==> src/rtl/mac_pkg.sv <==
// Shared definitions for the MAC datapath: width helpers, saturation limits
// and the lane slicing macro used by the MAC and the requantisation stage.
`ifndef MAC_LANE
`define MAC_LANE(vec, i, w) vec[(i)*(w) +: (w)]
`endif

package mac_pkg;

  // Width of the exact sum of `lanes` products of two in_w-bit signed values.
  function automatic int sum_w(input int in_w, input int lanes);
    return 2 * in_w + $clog2(lanes);
  endfunction

  // Largest signed value representable in acc_w bits (acc_w <= 127).
  function automatic logic signed [127:0] sat_max(input int acc_w);
    return (128'sd1 <<< (acc_w - 1)) - 128'sd1;
  endfunction

  // Smallest signed value representable in acc_w bits (acc_w <= 127).
  function automatic logic signed [127:0] sat_min(input int acc_w);
    return -(128'sd1 <<< (acc_w - 1));
  endfunction

endpackage

==> src/rtl/mac_adder_tree.sv <==
// Combinational binary reduction of LANES packed signed products to SUM_W
// bits. Nodes are kept in heap order: leaves at LANES-1..2*LANES-2, node k
// sums its children 2k+1 and 2k+2, the root is node 0.
module mac_adder_tree
  import mac_pkg::*;
#(
  parameter int LANES = 4,
  parameter int IN_W  = 8,
  localparam int PROD_W = 2 * IN_W,
  localparam int SUM_W  = sum_w(IN_W, LANES)
) (
  input  logic [LANES*PROD_W-1:0] prods,
  output logic signed [SUM_W-1:0] sum
);

  logic signed [SUM_W-1:0] node [2*LANES-1];

  // Leaves: sign-extend each product to the full sum width so no level can overflow.
  for (genvar gi = 0; gi < LANES; gi++) begin : g_leaf
    logic signed [PROD_W-1:0] prod_l;
    assign prod_l               = `MAC_LANE(prods, gi, PROD_W);
    assign node[LANES - 1 + gi] = SUM_W'(prod_l);
  end

  // Internal nodes: pairwise sums up to the root.
  for (genvar gi = 0; gi < LANES - 1; gi++) begin : g_node
    assign node[gi] = node[2*gi + 1] + node[2*gi + 2];
  end

  assign sum = node[0];

endmodule

==> src/rtl/mac_vec_acc.sv <==
// Vector multiply-accumulate: LANES signed products per beat, registered
// adder tree, wide accumulator with optional saturation and a sticky overflow
// flag, one result per in_last-framed dot product on a valid/ready port.
// Pipeline: M (products) -> S (tree sum) -> A (accumulate, result capture)
// -> output register. A single enable stalls every stage together.
module mac_vec_acc
  import mac_pkg::*;
#(
  parameter int LANES    = 4,
  parameter int IN_W     = 8,
  parameter int ACC_W    = 32,
  parameter int SATURATE = 1
) (
  input  logic                  clk,
  input  logic                  rst_n,
  input  logic                  in_valid,
  output logic                  in_ready,
  input  logic [LANES*IN_W-1:0] in_a,
  input  logic [LANES*IN_W-1:0] in_b,
  input  logic                  in_last,
  output logic                  out_valid,
  input  logic                  out_ready,
  output logic [ACC_W-1:0]      out_data,
  output logic                  out_ovf
);

  localparam int PROD_W = 2 * IN_W;
  localparam int SUM_W  = sum_w(IN_W, LANES);
  localparam int ACC_W1 = ACC_W + 1;
  localparam logic signed [ACC_W-1:0] ACC_MAX = ACC_W'(sat_max(ACC_W));
  localparam logic signed [ACC_W-1:0] ACC_MIN = ACC_W'(sat_min(ACC_W));

  if (ACC_W < SUM_W) begin : g_chk_acc_w
    $error("mac_vec_acc: ACC_W must be at least 2*IN_W + log2(LANES)");
  end
  if (LANES < 1 || (LANES & (LANES - 1)) != 0) begin : g_chk_lanes
    $error("mac_vec_acc: LANES must be a power of two");
  end

  logic                      en;
  logic [LANES*PROD_W-1:0]   prod_next;
  logic [LANES*PROD_W-1:0]   prod_reg;
  logic                      m_valid_reg;
  logic                      m_last_reg;
  logic signed [SUM_W-1:0]   tree_sum;
  logic signed [SUM_W-1:0]   sum_reg;
  logic                      s_valid_reg;
  logic                      s_last_reg;
  logic signed [ACC_W-1:0]   acc_reg;
  logic                      ovf_reg;
  logic signed [ACC_W1-1:0]  acc_wide;
  logic signed [ACC_W-1:0]   acc_next;
  logic                      this_ovf;
  logic                      ovf_next;
  logic                      res_valid_reg;
  logic [ACC_W-1:0]          res_data_reg;
  logic                      res_ovf_reg;
  logic                      out_valid_reg;
  logic [ACC_W-1:0]          out_data_reg;
  logic                      out_ovf_reg;

  // Whole pipeline moves only when the output register is free or being drained.
  assign en       = !out_valid_reg | out_ready;
  assign in_ready = en;

  // Per-lane signed multipliers feeding the M stage.
  for (genvar gi = 0; gi < LANES; gi++) begin : g_mul
    logic signed [IN_W-1:0]   a_l;
    logic signed [IN_W-1:0]   b_l;
    logic signed [PROD_W-1:0] p_l;
    assign a_l = `MAC_LANE(in_a, gi, IN_W);
    assign b_l = `MAC_LANE(in_b, gi, IN_W);
    assign p_l = PROD_W'(a_l) * PROD_W'(b_l);
    assign `MAC_LANE(prod_next, gi, PROD_W) = p_l;
  end

  // M stage: capture products and beat tags.
  always_ff @(posedge clk or negedge rst_n) begin
    if (!rst_n) begin
      m_valid_reg <= 1'b0;
      m_last_reg  <= 1'b0;
      prod_reg    <= '0;
    end else if (en) begin
      m_valid_reg <= in_valid;
      m_last_reg  <= in_last;
      prod_reg    <= prod_next;
    end
  end

  mac_adder_tree #(
    .LANES (LANES),
    .IN_W  (IN_W)
  ) u_tree (
    .prods (prod_reg),
    .sum   (tree_sum)
  );

  // S stage: capture the reduced sum and tags.
  always_ff @(posedge clk or negedge rst_n) begin
    if (!rst_n) begin
      s_valid_reg <= 1'b0;
      s_last_reg  <= 1'b0;
      sum_reg     <= '0;
    end else if (en) begin
      s_valid_reg <= m_valid_reg;
      s_last_reg  <= m_last_reg;
      sum_reg     <= tree_sum;
    end
  end

  // Accumulate one bit wider than ACC_W; a mismatch of the top two bits is overflow.
  always_comb begin
    acc_wide = {acc_reg[ACC_W-1], acc_reg} + ACC_W1'(sum_reg);
    this_ovf = acc_wide[ACC_W] ^ acc_wide[ACC_W-1];
    acc_next = acc_wide[ACC_W-1:0];
    if ((SATURATE != 0) && this_ovf) begin
      acc_next = acc_wide[ACC_W] ? ACC_MIN : ACC_MAX;
    end
    ovf_next = ovf_reg | this_ovf;
  end

  // A stage: update the accumulator; on the last beat hand the total over and restart from zero.
  always_ff @(posedge clk or negedge rst_n) begin
    if (!rst_n) begin
      acc_reg       <= '0;
      ovf_reg       <= 1'b0;
      res_valid_reg <= 1'b0;
      res_data_reg  <= '0;
      res_ovf_reg   <= 1'b0;
    end else if (en) begin
      res_valid_reg <= s_valid_reg & s_last_reg;
      if (s_valid_reg) begin
        if (s_last_reg) begin
          res_data_reg <= acc_next;
          res_ovf_reg  <= ovf_next;
          acc_reg      <= '0;
          ovf_reg      <= 1'b0;
        end else begin
          acc_reg      <= acc_next;
          ovf_reg      <= ovf_next;
        end
      end
    end
  end

  // Output register: holds the result stable until it is consumed.
  always_ff @(posedge clk or negedge rst_n) begin
    if (!rst_n) begin
      out_valid_reg <= 1'b0;
      out_data_reg  <= '0;
      out_ovf_reg   <= 1'b0;
    end else if (en) begin
      out_valid_reg <= res_valid_reg;
      if (res_valid_reg) begin
        out_data_reg <= res_data_reg;
        out_ovf_reg  <= res_ovf_reg;
      end
    end
  end

  assign out_valid = out_valid_reg;
  assign out_data  = out_data_reg;
  assign out_ovf   = out_ovf_reg;

endmodule

==> config.mk <==
export PLATFORM = sky130hd
export DESIGN_NAME = mac_vec_acc
export DESIGN_NICKNAME = d
export VERILOG_FILES = /design/src/rtl/mac_pkg.sv /design/src/rtl/mac_adder_tree.sv /design/src/rtl/mac_vec_acc.sv
export SDC_FILE = /design/constraint.sdc
export NUM_CORES = 1
export LEC_CHECK = 0
export CORE_MARGIN = 2
export CORE_UTILIZATION = 50
export CTS_CLUSTER_SIZE = 8
export DETAILED_ROUTE_END_ITERATION = 8
export HOLD_SLACK_MARGIN = 0.08
export PLACE_DENSITY = 0.68
export SYNTH_ARGS = -nofsm -noshare
export SYNTH_HDL_FRONTEND = slang
export SYNTH_HIERARCHICAL = 1
export SYNTH_SLANG_ARGS = --single-unit
==> constraint.sdc <==
create_clock -name clk -period 4.96 [get_ports clk]
set_input_delay 0.992 -clock clk [delete_from_list [all_inputs] [get_ports clk]]
set_output_delay 0.992 -clock clk [all_outputs]
set_load 0.005 [all_outputs]
==> results.rst, run 1 <==
.. list-table::
   :header-rows: 1

   * - Metric
     - Value
   * - Flip-flop and latch count after synthesis
     - 187
   * - Number of filler cells placed in the layout
     - 3570
   * - Detailed-route vias per instance
     - 5.21
   * - Number of cells produced by synthesis
     - 2294
   * - Kind of path behind the tightest hold check
     - reg -> reg
   * - DRC
     - 0
   * - Tot GR Track Use
     - 22.4%
   * - Post-synth ARST share
     - 100%
   * - Slew Limit Headroom
     - 35.1%
   * - Number of cells on the critical path
     - 19
   * - Clock tree from TritonCTS
     - yes
   * - Critical Path RT
     - 5.29 ns
   * - Met3 usage
     - 1.85%
   * - Cell-by-cell trace of the critical path
     - dlygate4sd2_1 > buf_4 > and2_1 > ha_1 > fa_1 > inv_1 > fa_1 > fa_1 > inv_1 > ha_1 > nor2b_1 > o21ai_2 > a21oi_2 > o21ai_2 > a21boi_2 > o21ai_2 > a211oi_2 > or3_1 > a31o_2
   * - Startpoint-to-endpoint class of the critical path
     - in -> reg
   * - Effective utilization at floorplan
     - 50.8%
   * - Routed length per placed instance
     - 15.0 um
   * - Sequential cell area
     - 0.00468 mm2
   * - Detailed-route wire length
     - 47.0 mm
   * - Met1 Usage GRT
     - 27.9%
   * - Number of global-route vias before repair
     - 17227
   * - Synthesized area divided by synthesized cell count
     - 9.06 um2
   * - Diodes inserted
     - 0
   * - Post-synth EDFFs
     - 0
   * - Tightest Pin Transition
     - 0.974 ns
   * - Placer congestion estimate
     - 0.883
   * - Die span in x
     - 208 um
   * - Fraction of the yosys area taken by sequential cells
     - 22.5%
   * - Clock Skews
     - 0.0131 ns
   * - Hold Fails Final Rpt
     - 0
   * - Max-slew violation total from the final report
     - 0
   * - Flip-flop count of the largest register, all copies and words added
     - 64
   * - Startpoint kind of the worst setup timing path
     - input pin
   * - Yosys cell types
     - 75
   * - Maximum number of pins on one net before global-route repair
     - 116
   * - Maximum root-to-sink buffer count
     - 2
   * - Number of antenna violations at the first check in global routing
     - 0
   * - Post-route fraction of the period consumed by the critical path
     - 97.6%
   * - Total of max-cap violations
     - 0
   * - Fraction of final layout cells sized beyond drive strength 1
     - 15.2%
   * - Maximum clock frequency
     - 0.207 GHz
   * - Area of the core
     - 0.0409 mm2
   * - Total via count after detailed routing
     - 16309
   * - Depth of the CTS H-tree
     - 4
   * - Cell at the root of the clock tree
     - sky130_fd_sc_hd__clkbuf_16
   * - Final net count
     - 3074
   * - Synthesis Warnings
     - 6
   * - Die outline area
     - 0.0432 mm2
   * - Top-level port count
     - 104
   * - Post-route antenna net violation count
     - 0
   * - Post-layout min period
     - 4.84 ns
   * - Clock sink count
     - 187
   * - Met2 demand-to-capacity share in global routing
     - 42.1%
   * - Post-route non-filler standard cell count
     - 3129
   * - Growth of design area from synthesis to finish
     - 19.6%
   * - Wire length of the first global-routing pass
     - 81.2 mm
   * - Worst EP arrival
     - 5.17 ns
   * - Number of placed cells counting well taps
     - 3085
   * - Area taken by multi-input logic gates
     - 0.0149 mm2
   * - Number of placement rows
     - 74
   * - Hold-fix buffers at CTS
     - 0
   * - Final setup viols
     - 0
   * - Most instantiated flip-flop cell in the synthesis netlist
     - sky130_fd_sc_hd__dfrtp_1
   * - Maximum fanout along the worst path
     - 7
   * - Clk pin slew, worst setup/hold paths
     - 0.08 ns
   * - Clock Latency Late Sink
     - 0.44 ns
   * - Placed wire-length estimate
     - 38.5 mm
   * - Worst Setup End Kind
     - flop
   * - Post-synthesis instance area
     - 0.0208 mm2
   * - Die H
     - 208 um
   * - 1st-pass router iterations
     - 5
   * - Outcome
     - completed
   * - Count of buffers inserted at the top-level ports
     - 103
   * - Nets in the synthesized netlist
     - 2784
   * - Iteration-0 DRC count of the detailed router
     - 817
   * - Number of buffers added by the clock tree synthesis step
     - 17
   * - Global routing's busiest layer
     - met2
   * - Total overflow reported by the global router
     - 0
   * - Worst path top cell family by delay
     - adder cells
   * - Cells on Worst Hold Path
     - 2
   * - Reg2reg path depth
     - 10
   * - Number of buffers and inverters on the critical path
     - 4
   * - Slowest cell on the critical path
     - sky130_fd_sc_hd__fa_1
   * - CP max stage delay
     - 0.50 ns
metal layers:
metal / routed length (um) / up-vias
met4: 760 / 0
met5: 0 / -
met3: 933 / 47
met2: 25100 / 199
li1: - / 8010
met1: 20200 / 8053
layout by cell type (no fill, tap or decap), types with 9 or more instances in the layout:
cell / instances
sky130_fd_sc_hd__o211ai_1: 10
sky130_fd_sc_hd__ha_1: 188
sky130_fd_sc_hd__clkbuf_16: 17
sky130_fd_sc_hd__o21ai_1: 23
sky130_fd_sc_hd__o31ai_1: 9
sky130_fd_sc_hd__mux2_2: 37
sky130_fd_sc_hd__a31oi_1: 9
sky130_fd_sc_hd__inv_1: 347
sky130_fd_sc_hd__o21a_1: 11
sky130_fd_sc_hd__a211oi_1: 9
sky130_fd_sc_hd__xor2_1: 44
sky130_fd_sc_hd__and2_4: 11
sky130_fd_sc_hd__nand2b_1: 20
sky130_fd_sc_hd__dfrtp_1: 187
sky130_fd_sc_hd__a21oi_1: 139
sky130_fd_sc_hd__nor2_1: 109
sky130_fd_sc_hd__dlygate4sd2_1: 40
sky130_fd_sc_hd__fa_1: 220
sky130_fd_sc_hd__nand3_1: 23
sky130_fd_sc_hd__buf_4: 209
sky130_fd_sc_hd__clkdlybuf4s50_1: 40
sky130_fd_sc_hd__a21oi_2: 13
sky130_fd_sc_hd__xnor2_1: 82
sky130_fd_sc_hd__a21o_1: 31
sky130_fd_sc_hd__nor3_1: 13
sky130_fd_sc_hd__nand2_1: 293
sky130_fd_sc_hd__dlymetal6s2s_1: 17
sky130_fd_sc_hd__o21ai_0: 71
sky130_fd_sc_hd__nor2b_1: 29
sky130_fd_sc_hd__and2_1: 163
sky130_fd_sc_hd__o21ai_2: 12
worst min-delay path: stages, from the launching register on:
cell,delay [ns]
sky130_fd_sc_hd__dfrtp_1,0.35
sky130_fd_sc_hd__nand2_1,0.05
sky130_fd_sc_hd__nand2_1,0.05
metrics by stage:
step	setup TNS [ns]	utilization (%)	worst slack (ns)	hold WS, ns	instance area (um2)
after floorplan	0	-	0.0199	0.439	20800
after global placement	-10.45	58.2	-0.641	0.456	23800
after detailed placement	-12.23	58.2	-0.743	0.462	23800
after CTS	0	60.2	0.00247	0.479	24600
after global routing	-0.0115	60.7	-0.00889	0.503	24900
final	0	60.7	0.121	0.474	24900
synth_stat cells, types with 9 or more instances:
master | number | area (um2)
sky130_fd_sc_hd__nor2_1 | 112 | 420
sky130_fd_sc_hd__o31ai_1 | 10 | 75.1
sky130_fd_sc_hd__a211oi_1 | 12 | 90.1
sky130_fd_sc_hd__nand2_1 | 293 | 1100
sky130_fd_sc_hd__o21ai_0 | 87 | 435
sky130_fd_sc_hd__nor2b_1 | 31 | 194
sky130_fd_sc_hd__xor2_1 | 44 | 385
sky130_fd_sc_hd__xnor2_1 | 82 | 718
sky130_fd_sc_hd__nand2b_1 | 20 | 125
sky130_fd_sc_hd__and2_1 | 174 | 1090
sky130_fd_sc_hd__o21a_1 | 11 | 82.6
sky130_fd_sc_hd__o21ai_1 | 17 | 85.1
sky130_fd_sc_hd__ha_1 | 197 | 2460
sky130_fd_sc_hd__nor3_1 | 14 | 70.1
sky130_fd_sc_hd__a21o_1 | 31 | 233
sky130_fd_sc_hd__fa_1 | 224 | 4480
sky130_fd_sc_hd__a21boi_0 | 9 | 67.6
sky130_fd_sc_hd__clkbuf_1 | 36 | 135
sky130_fd_sc_hd__mux2_2 | 37 | 417
sky130_fd_sc_hd__a21oi_1 | 145 | 726
sky130_fd_sc_hd__nand3_1 | 23 | 115
sky130_fd_sc_hd__dfrtp_1 | 187 | 4680
sky130_fd_sc_hd__inv_1 | 347 | 1300
sky130_fd_sc_hd__o211ai_1 | 10 | 75.1
sky130_fd_sc_hd__a31oi_1 | 9 | 56.3
cell type report:
class | instances | area share [%]
clock buffers | 17 | 1.71
multi-input cells | 1709 | 59.9
inverters | 349 | 5.28
flip-flops and latches | 187 | 18.8
well taps | 532 | 2.68
clock inverters | 15 | 0.806
repair buffers | 320 | 10.8
logic make-up after synthesis:
group	synth area share (%)
AOI/OAI and AO/OA	13.2
xor gates and xnor gates	5.31
adders and majority gates	33.4
buffers and inverters	7.33
DFF	22.5
muxes	2.10
and+or+nand+nor	16.1
final timing paths:
check	startpoint	to	slack, ns
worst max-delay path	in_a[13]	prod_reg[30]	0.12
worst min-delay path	m_last_reg	s_last_reg	0.47
max in group asynchronous	rst_n	acc_reg[4]	3.44
min in group asynchronous	rst_n	out_data[18]	0.61
worst max register to register	sum_reg[17]	acc_reg[9]	0.47
worst min register to register	m_last_reg	s_last_reg	0.47
timing repair:
action,in CTS,in global routing
buffers inserted,9,3
pin swaps,36,44
setup endpoints to repair,14,19
gates resized for setup,93,69
Power of run 1 is not shown: default switching activity piles up to over one toggle a cycle in this logic, so the estimate is an artifact.
==> run 2, diff against run 1 <==
--- a/config.mk
+++ b/config.mk
@@ -7,6 +7,7 @@
 export LEC_CHECK = 0
 export CORE_MARGIN = 2
 export CORE_UTILIZATION = 50
+export CTS_CLUSTER_DIAMETER = 40
 export CTS_CLUSTER_SIZE = 8
 export DETAILED_ROUTE_END_ITERATION = 8
 export HOLD_SLACK_MARGIN = 0.08
==> results of run 2 <==
Same layout as run 1: the final DEF is identical, and so are final timing and power.
Power of run 2 is left out for the same reason.
